<file path="src/rtl/pktbuf_rd_arb.sv">
// pktbuf_rd_arb: two-port packet-buffer read arbiter with burst locking and in-order tag return
package pktbuf_pkg;
    localparam int PKTBUF_AWIDTH = 12;
    typedef logic [31:0] flit_t;
endpackage

module pktbuf_rd_arb
    import pktbuf_pkg::*;
#(
    parameter int MAX_OUTSTANDING = 16
) (
    input  logic                     clk,
    input  logic                     rst_n,
    input  logic [1:0]               rd_req,
    input  logic [PKTBUF_AWIDTH-1:0] rd_addr0,
    input  logic [PKTBUF_AWIDTH-1:0] rd_addr1,
    input  logic [1:0]               rd_last,
    output logic [1:0]               rd_gnt,
    output logic [1:0]               rd_valid,
    output flit_t                    rd_data,
    output logic [PKTBUF_AWIDTH-1:0] pkt_buffer_readaddress,
    output logic                     pkt_buffer_read,
    input  logic                     pkt_buffer_readvalid,
    input  flit_t                    pkt_buffer_readdata,
    output logic [31:0]              stats_rd0,
    output logic [31:0]              stats_rd1,
    output logic                     err_unexpected
);
    localparam int TW = $clog2(MAX_OUTSTANDING);
    logic [TW:0]   count;
    logic [TW-1:0] wr_ptr, rd_ptr;
    logic          tags [MAX_OUTSTANDING];
    logic          owner, locked, last_winner;
    logic          stall, win, ok, pop;
    always_comb begin
        stall = count == (TW+1)'(MAX_OUTSTANDING);
        win = locked ? owner : (&rd_req ? ~last_winner : rd_req[1]);
        ok = (locked ? rd_req[owner] : |rd_req) & ~stall;
        rd_gnt = {win & ok, ~win & ok};
        pop = pkt_buffer_readvalid & (count != '0);
    end
    always_ff @(posedge clk) begin
        if (!rst_n) begin
            count <= '0;
            wr_ptr <= '0;
            rd_ptr <= '0;
            owner <= 1'b0;
            locked <= 1'b0;
            last_winner <= 1'b1;
            pkt_buffer_read <= 1'b0;
            pkt_buffer_readaddress <= '0;
            rd_valid <= 2'b00;
            rd_data <= '0;
            stats_rd0 <= '0;
            stats_rd1 <= '0;
            err_unexpected <= 1'b0;
        end else begin
            if (ok) begin
                tags[wr_ptr] <= win;
                wr_ptr <= wr_ptr + TW'(1);
                last_winner <= win;
                owner <= win;
                locked <= ~rd_last[win];
                pkt_buffer_readaddress <= win ? rd_addr1 : rd_addr0;
            end
            if (pop) begin
                rd_ptr <= rd_ptr + TW'(1);
                rd_data <= pkt_buffer_readdata;
            end
            count <= count + (TW+1)'(ok) - (TW+1)'(pop);
            pkt_buffer_read <= ok;
            rd_valid <= pop ? (tags[rd_ptr] ? 2'b10 : 2'b01) : 2'b00;
            stats_rd0 <= stats_rd0 + 32'(pop & ~tags[rd_ptr]);
            stats_rd1 <= stats_rd1 + 32'(pop & tags[rd_ptr]);
            err_unexpected <= err_unexpected | (pkt_buffer_readvalid & ~pop);
        end
    end
endmodule
</file>
<file path="config.mk">
export PLATFORM = sky130hd
export DESIGN_NAME = pktbuf_rd_arb
export DESIGN_NICKNAME = d
export VERILOG_FILES = /design/src/rtl/pktbuf_rd_arb.sv
export SDC_FILE = /design/constraint.sdc
export NUM_CORES = 1
export LEC_CHECK = 0
export BUFFER_PORTS_ARGS = -buffer_cell sky130_fd_sc_hd__buf_2
export CAP_MARGIN = 20
export CORE_MARGIN = 2
export CORE_UTILIZATION = 24
export DETAILED_ROUTE_END_ITERATION = 16
export GPL_TIMING_DRIVEN = 1
export PLACE_DENSITY = 0.52
export SLEW_MARGIN = 20
export SYNTH_ARGS = -nofsm -noshare
export SYNTH_HDL_FRONTEND = slang
export SYNTH_SLANG_ARGS = --single-unit
</file>
<file path="constraint.sdc">
create_clock -name clk -period 3.04 [get_ports clk]
set_input_delay 0.152 -clock clk [delete_from_list [all_inputs] [get_ports clk]]
set_output_delay 0.152 -clock clk [all_outputs]
set_load 0.1 [all_outputs]
</file>
==> run_results.csv, run 1 <==
group,metric,value,unit
routing,drc,0,
floorplan,die_h,166,microns
setup_path,r2r_slack,140,ps
floorplan,start_util,0.243,
routing,wire_per_inst,13.6,microns
timing,fin_skew,12.2,ps
setup_path,critical_path_arrival,3220,ps
placement,dpl.cell_count,1188,
global_route,grt_max_degree,54,
layout,fin_cells,1257,
pwr,p_leak,3.58,nW
outcome,status,"completed",
layout,nets,988,
routing,drt_iter0_markers,415,
layout,utilization,0.333,
routing,routed_wl,17100,microns
pwr,vdd_drop_max,0.000434,V
layout,layout_common_cells,"buf_2 (177), dfxtp_1 (131), nand2_1 (99)",
synthesis,synth_edf_count,16,
synthesis,synth_top_area_cell,"dfxtp_1",
clocking,cts_tree,"yes",
layout,drive_gt1_frac,0.283,
global_route,grt_overflow,0,
clocking,insertion_delay,410,ps
timing,hold_viol,0,
setup_path,required,3360,ps
placement,gp_congestion,0.750,
timing,fin_ws,136,ps
synthesis,synth-seq-cells,148,
floorplan,core_area,26000,sq um
setup_path,r2r_end,"stats_rd0[26]",
timing,relSlewSlack,0.456,
setup_path,critPathLaunchType,"register",
routing,routed_via_density,4.54,
synthesis,synthesis.area,6320,sq um
routing,drtPass1Iterations,4,
timing,drv_slew,0,
placement,portBuffers,176,
worst_hold_path,hp-start,"rd_last[1]",
setup_path,r2r_cells,10,
synthesis,synth.top_cells.by_area,"dfxtp_1 (42%), edfxtp_1 (7.6%), a21oi_1 (6.3%), nand2_1 (5.9%), mux2i_1 (4.0%)",
synthesis,yosysTopAreaCellShare,0.418,
worst_hold_path,hold_path_class,"in2reg",
clocking,clkTransAtPathRegs,60,ps
floorplan,die_x,166,microns
timing,setup_violations,0,
timing,tightest_slew,815,ps
timing,max_freq,0.344,GHz
clocking,numCtsBuffers,17,
worst_hold_path,min_path_cells,3,
timing,whs,30.5,ps
pwr,p_per_area,775,nW/um^2
layout,final_common_cell,"buf_2",
synthesis,yosysWarnings,0,
floorplan,placementRows,59,
synthesis,synthCells,691,
synthesis,netlist-cell-type-count,45,
timing,finalCriticalPeriod,2900,ps
clocking,clkSinkCount,148,
synthesis,seq_area_frac_synth,0.494,
routing,detail-route-antenna-nets,0,
global_route,antenna_found_initial,1,
global_route,grt.total_usage,0.121,
synthesis,avgSynthCellArea,9.15,sq um
layout,num-fill-cells,2711,
setup_path,crit_type,"reg2reg",
clocking,clockBufferDepth,2,
clocking,htreeDepth,4,
global_route,grt_pass1_vias,5413,
worst_hold_path,holdPathEnd,"locked",
setup_path,cp_max_fo,5,
placement,pre_cts_ws,-106,ps
synthesis,async_reset_ff_frac,0,
clocking,clockRootBuffer,"clkbuf_16",
timing,post-route-period-util,0.955,
placement,dp_hpwl,11700,microns
global_route,grt_pass1_wl,27500,microns
layout,area_growth,37.0,%
floorplan,dieArea,27700,sq um
floorplan,ioPinCount,177,
synthesis,synth_flop_cell,"dfxtp_1",
routing,route.vias.total,5705,
setup_path,crit_path_end_kind,"register",
job,max-cap-violations,0,
synthesis,syn_nets,770,
[routing by layer]
| layer | share of wire | GRT usage | vias up |
|---|---|---|---|
| met3 | 0.055 | 0.0346 | 26 |
| met2 | 0.45 | 0.189 | 148 |
| li1 | - | - | 2876 |
| met5 | 0 | 0 | - |
| met1 | 0.47 | 0.157 | 2655 |
| met4 | 0.025 | 0.0487 | 0 |
[area by class of cell]
class,instances,area [sq um],area share
Clock buffer,22,485,0.0560
Multi-Input combinational cell,488,3080,0.355
Antenna cell,1,2.50,0.000289
Timing Repair Buffer,231,1390,0.160
Inverter,23,87.6,0.0101
Clock inverter,9,78.8,0.00910
Sequential cell,148,3130,0.361
Tap cell,335,419,0.0484
[worst max-delay path, cell delays in order, from the launching register on]
cell and delay (ps):
dfxtp_4 380, mux4_2 500, mux2i_1 130, mux2_2 170, and2_1 170, ha_4 160, ha_4 140, nand3_2 100
or3_4 430, or4_1 510, a21oi_1 150
[kinds of logic after synthesis]
kind of cell               count (synthesis)  share of synthesized area
muxes                                     30                     0.0556
AOI/OAI and AO/OA                        129                      0.114
xor gates and xnor gates                  32                     0.0443
buffers and inverters                     56                     0.0354
DFF                                      148                      0.494
and+or+nand+nor                          280                      0.224
adders and majority gates                 16                     0.0328
[power by group]
group	total [mW]	switching (mW)	leakage [nW]	internal, mW
combinational	2.33	1.77	2.08	0.563
sequential	2.37	0.152	1.22	2.22
clock	2.02	0.808	0.277	1.21
[how the worst max path moves through the flow]
stage | start | slack, ps | cells past startpoint | to
floorplan | register | 30 | 11 | stats_rd0[28]
global placement | register | -30 | 10 | stats_rd0[26]
detailed placement | register | -110 | 10 | stats_rd0[26]
CTS | register | 20 | 10 | stats_rd0[26]
global route | register | -6 | 10 | stats_rd0[20]
finish | register | 140 | 10 | stats_rd0[26]
[flip-flops by register name (all words and copies together), names as in the netlist, named ones only]
signal / flops
rd_data: 32
stats_rd0: 32
stats_rd1: 32
tags: 16
pkt_buffer_readaddress: 12
count: 5
rd_ptr: 4
wr_ptr: 4
rd_valid: 2
err_unexpected: 1
last_winner: 1
locked: 1
owner: 1
pkt_buffer_read: 1
[synthesized netlist by cell type, types with 2 or more instances]
library cell,count
nand3_2,2
o41ai_1,2
dfxtp_1,132
inv_1,21
or4_1,21
and4b_1,2
or4b_2,2
ha_1,15
nor4_1,6
or3_1,10
nand3_1,21
a21o_1,3
mux2i_1,25
xor2_1,9
mux4_2,4
or2_2,3
and3_1,11
xnor2_1,23
nand2_1,100
o21ai_0,22
inv_2,2
nor2_1,49
a21oi_1,79
nand2b_1,7
and4_1,4
clkbuf_1,26
o31ai_1,19
nand4_1,14
and2_1,9
edfxtp_1,16
nor3_1,14
buf_2,5
[through the flow]
stage	total power [mW]	area [sq um]	TNS (ps)
floorplan	4.26	6340	0
detailed placement	4.69	7670	-366
global placement	4.68	7670	-89.2
finish	6.72	8660	0
CTS	6.78	8570	0
global route	7.06	8660	-7.77
[repair_timing]
action,CTS,global route
setup buffers,0,3
hold buffers,33,0
resized for setup,1,14
endpoints found under the hold margin,33,0
cloned,0,1
pin swaps,1,1
setup endpoints to repair,4,15
No activity file was read; power rests on OpenSTA's default activity.
==> inputs of run 2 (changes only) <==
- CORE_ASPECT_RATIO: not set -> 0.7
- CORE_UTILIZATION: 24 -> 35
- PLACE_DENSITY: 0.52 -> 0.67
==> run_results.csv, run 2 (synthesis gave the netlist of run 1 again) <==
group,metric,value,unit
timing,fin_skew,8.18,ps
routing,drtPass1Iterations,6,
clocking,clkTransAtPathRegs,60,ps
layout,antenna_cells_inserted,0,
layout,utilization,0.479,
floorplan,ioPinCount,177,
pwr,p_leak,3.62,nW
global_route,grt_pass1_vias,5117,
timing,fin_ws,183,ps
global_route,grt_overflow,0,
setup_path,cp_max_fo,6,
routing,detail-route-antenna-nets,0,
clocking,numCtsBuffers,17,
global_route,grt_pass1_wl,25200,microns
clocking,htreeDepth,4,
clocking,cts_tree,"yes",
global_route,antenna_found_initial,0,
placement,gp_congestion,0.780,
setup_path,crit_type,"reg2reg",
job,max-cap-violations,0,
timing,tightest_slew,522,ps
layout,num-fill-cells,1685,
layout,layout_common_cells,"buf_2 (176), dfxtp_1 (131), nand2_1 (99)",
clocking,clockRootBuffer,"clkbuf_16",
setup_path,crit_chain,"mux4_2, mux2i_1, mux2_4, and2_1, ha_1, ha_2, nand3_2, or3_4, or4_1, a21oi_1",
setup_path,crit_path_end_kind,"register",
floorplan,die_h,116,microns
setup_path,critPathLaunchType,"register",
routing,route.vias.total,5683,
pwr,p_per_area,798,nW/um^2
global_route,grt_max_degree,38,
clocking,postCtsSetupBuffers,0,
setup_path,cp.buffers_inverters,0,
setup_path,cp_top_family,"simple AND/OR/NAND/NOR gates",
setup_path,cpMaxStageDelayCell,"or4_1",
routing,wire_per_inst,14.0,microns
floorplan,core_area,17900,sq um
placement,dp_hpwl,10800,microns
pwr,vdd_drop_max,0.000512,V
timing,relSlewSlack,0.649,
timing,setup_violations,0,
routing,drc,0,
timing,post-route-period-util,0.940,
floorplan,dieArea,19200,sq um
clocking,insertion_delay,410,ps
layout,fin_cells,1157,
timing,finalCriticalPeriod,2860,ps
global_route,grt.total_usage,0.164,
floorplan,placementRows,41,
clocking,clkSinkCount,148,
floorplan,start_util,0.354,
timing,max_freq,0.350,GHz
layout,nets,988,
clocking,clockBufferDepth,2,
setup_path,critical_path_arrival,3200,ps
setup_path,required,3390,ps
timing,setup_tns,0,ps
timing,hold_viol,0,
layout,final_common_cell,"buf_2",
timing,drv_slew,0,
layout,largestRegisters,"rd_data (32), stats_rd0 (32), stats_rd1 (32)",
placement,dpl.cell_count,1093,
layout,drive_gt1_frac,0.284,
routing,routed_via_density,4.91,
setup_path,slowest_delay,510,ps
outcome,status,"completed",
placement,pre_cts_ws,4.21,ps
worst_hold_path,hold_path_class,"in2reg",
floorplan,die_x,165,microns
routing,drt_iter0_markers,384,
routing,routed_wl,16200,microns
layout,area_growth,35.2,%
placement,portBuffers,176,
## run 2: cell types whose count changed in the layout (fill, tap and decap cells not counted), moves of 2 or more
cell      before  now
clkinv_2       6    2
buf_4         20   23
ha_1          11   14
ha_4           2    0
inv_6          0    2
## run 2: cell type report
| class | instances | area [sq um] | area share |
|---|---|---|---|
| inverter | 23 | 86.3 | 0.0101 |
| multi-input combinational | 488 | 3070 | 0.359 |
| timing repair buffer | 231 | 1370 | 0.161 |
| sequential | 148 | 3130 | 0.366 |
| clock buffer | 21 | 482 | 0.0563 |
| tap | 236 | 295 | 0.0345 |
| clock inverter | 10 | 120 | 0.0140 |
## run 2: final timing paths
| path | startpoint | to | slack (ps) | cells past startpoint |
|---|---|---|---|---|
| hold / removal | rd_addr1[6] | pkt_buffer_readaddress[6] | 30 | 3 |
| hold reg to reg | rd_data[28] | rd_data[28] | 450 | 2 |
| setup reg to reg | register | stats_rd0[20] | 180 | 10 |
| setup / recovery | register | stats_rd0[20] | 180 | 10 |
## run 2: worst min-delay path, cell delays in order
cell and delay (ps):
buf_2 70, mux2i_1 50, a21oi_1 130
## run 2: timing repair
action | 4_1_cts | 5_1_grt
pin swaps | 0 | 1
hold buffers | 32 | 0
cloned | 0 | 1
setup endpoints to repair | 4 | 16
gates resized for setup | 1 | 12
endpoints found under the hold margin | 32 | 0
## run 2: per-layer routing
metal / vias up / wire [microns] / GRT usage
met5: - / 0 / 0
met4: 0 / 156 / 0.0417
met3: 13 / 954 / 0.0472
met2: 180 / 7190 / 0.249
met1: 2609 / 7870 / 0.232
li1: 2881 / - / -
## run 2: where the power goes
part	internal, mW	leakage, nW	switching (mW)	total [mW]
registers	2.22	1.22	0.144	2.36
logic	0.566	2.11	1.77	2.33
clock network	1.30	0.291	0.825	2.13
## run 2: metrics by stage
stage / hold slack [ps] / area (sq um) / power [mW]
after CTS: 6.00 / 8490 / 6.87
after floorplan: 288 / 6340 / 4.26
final: 29.2 / 8550 / 6.82
after global placement: 392 / 7560 / 4.66
after global routing: 14.5 / 8550 / 7.15
after detailed placement: 398 / 7560 / 4.67
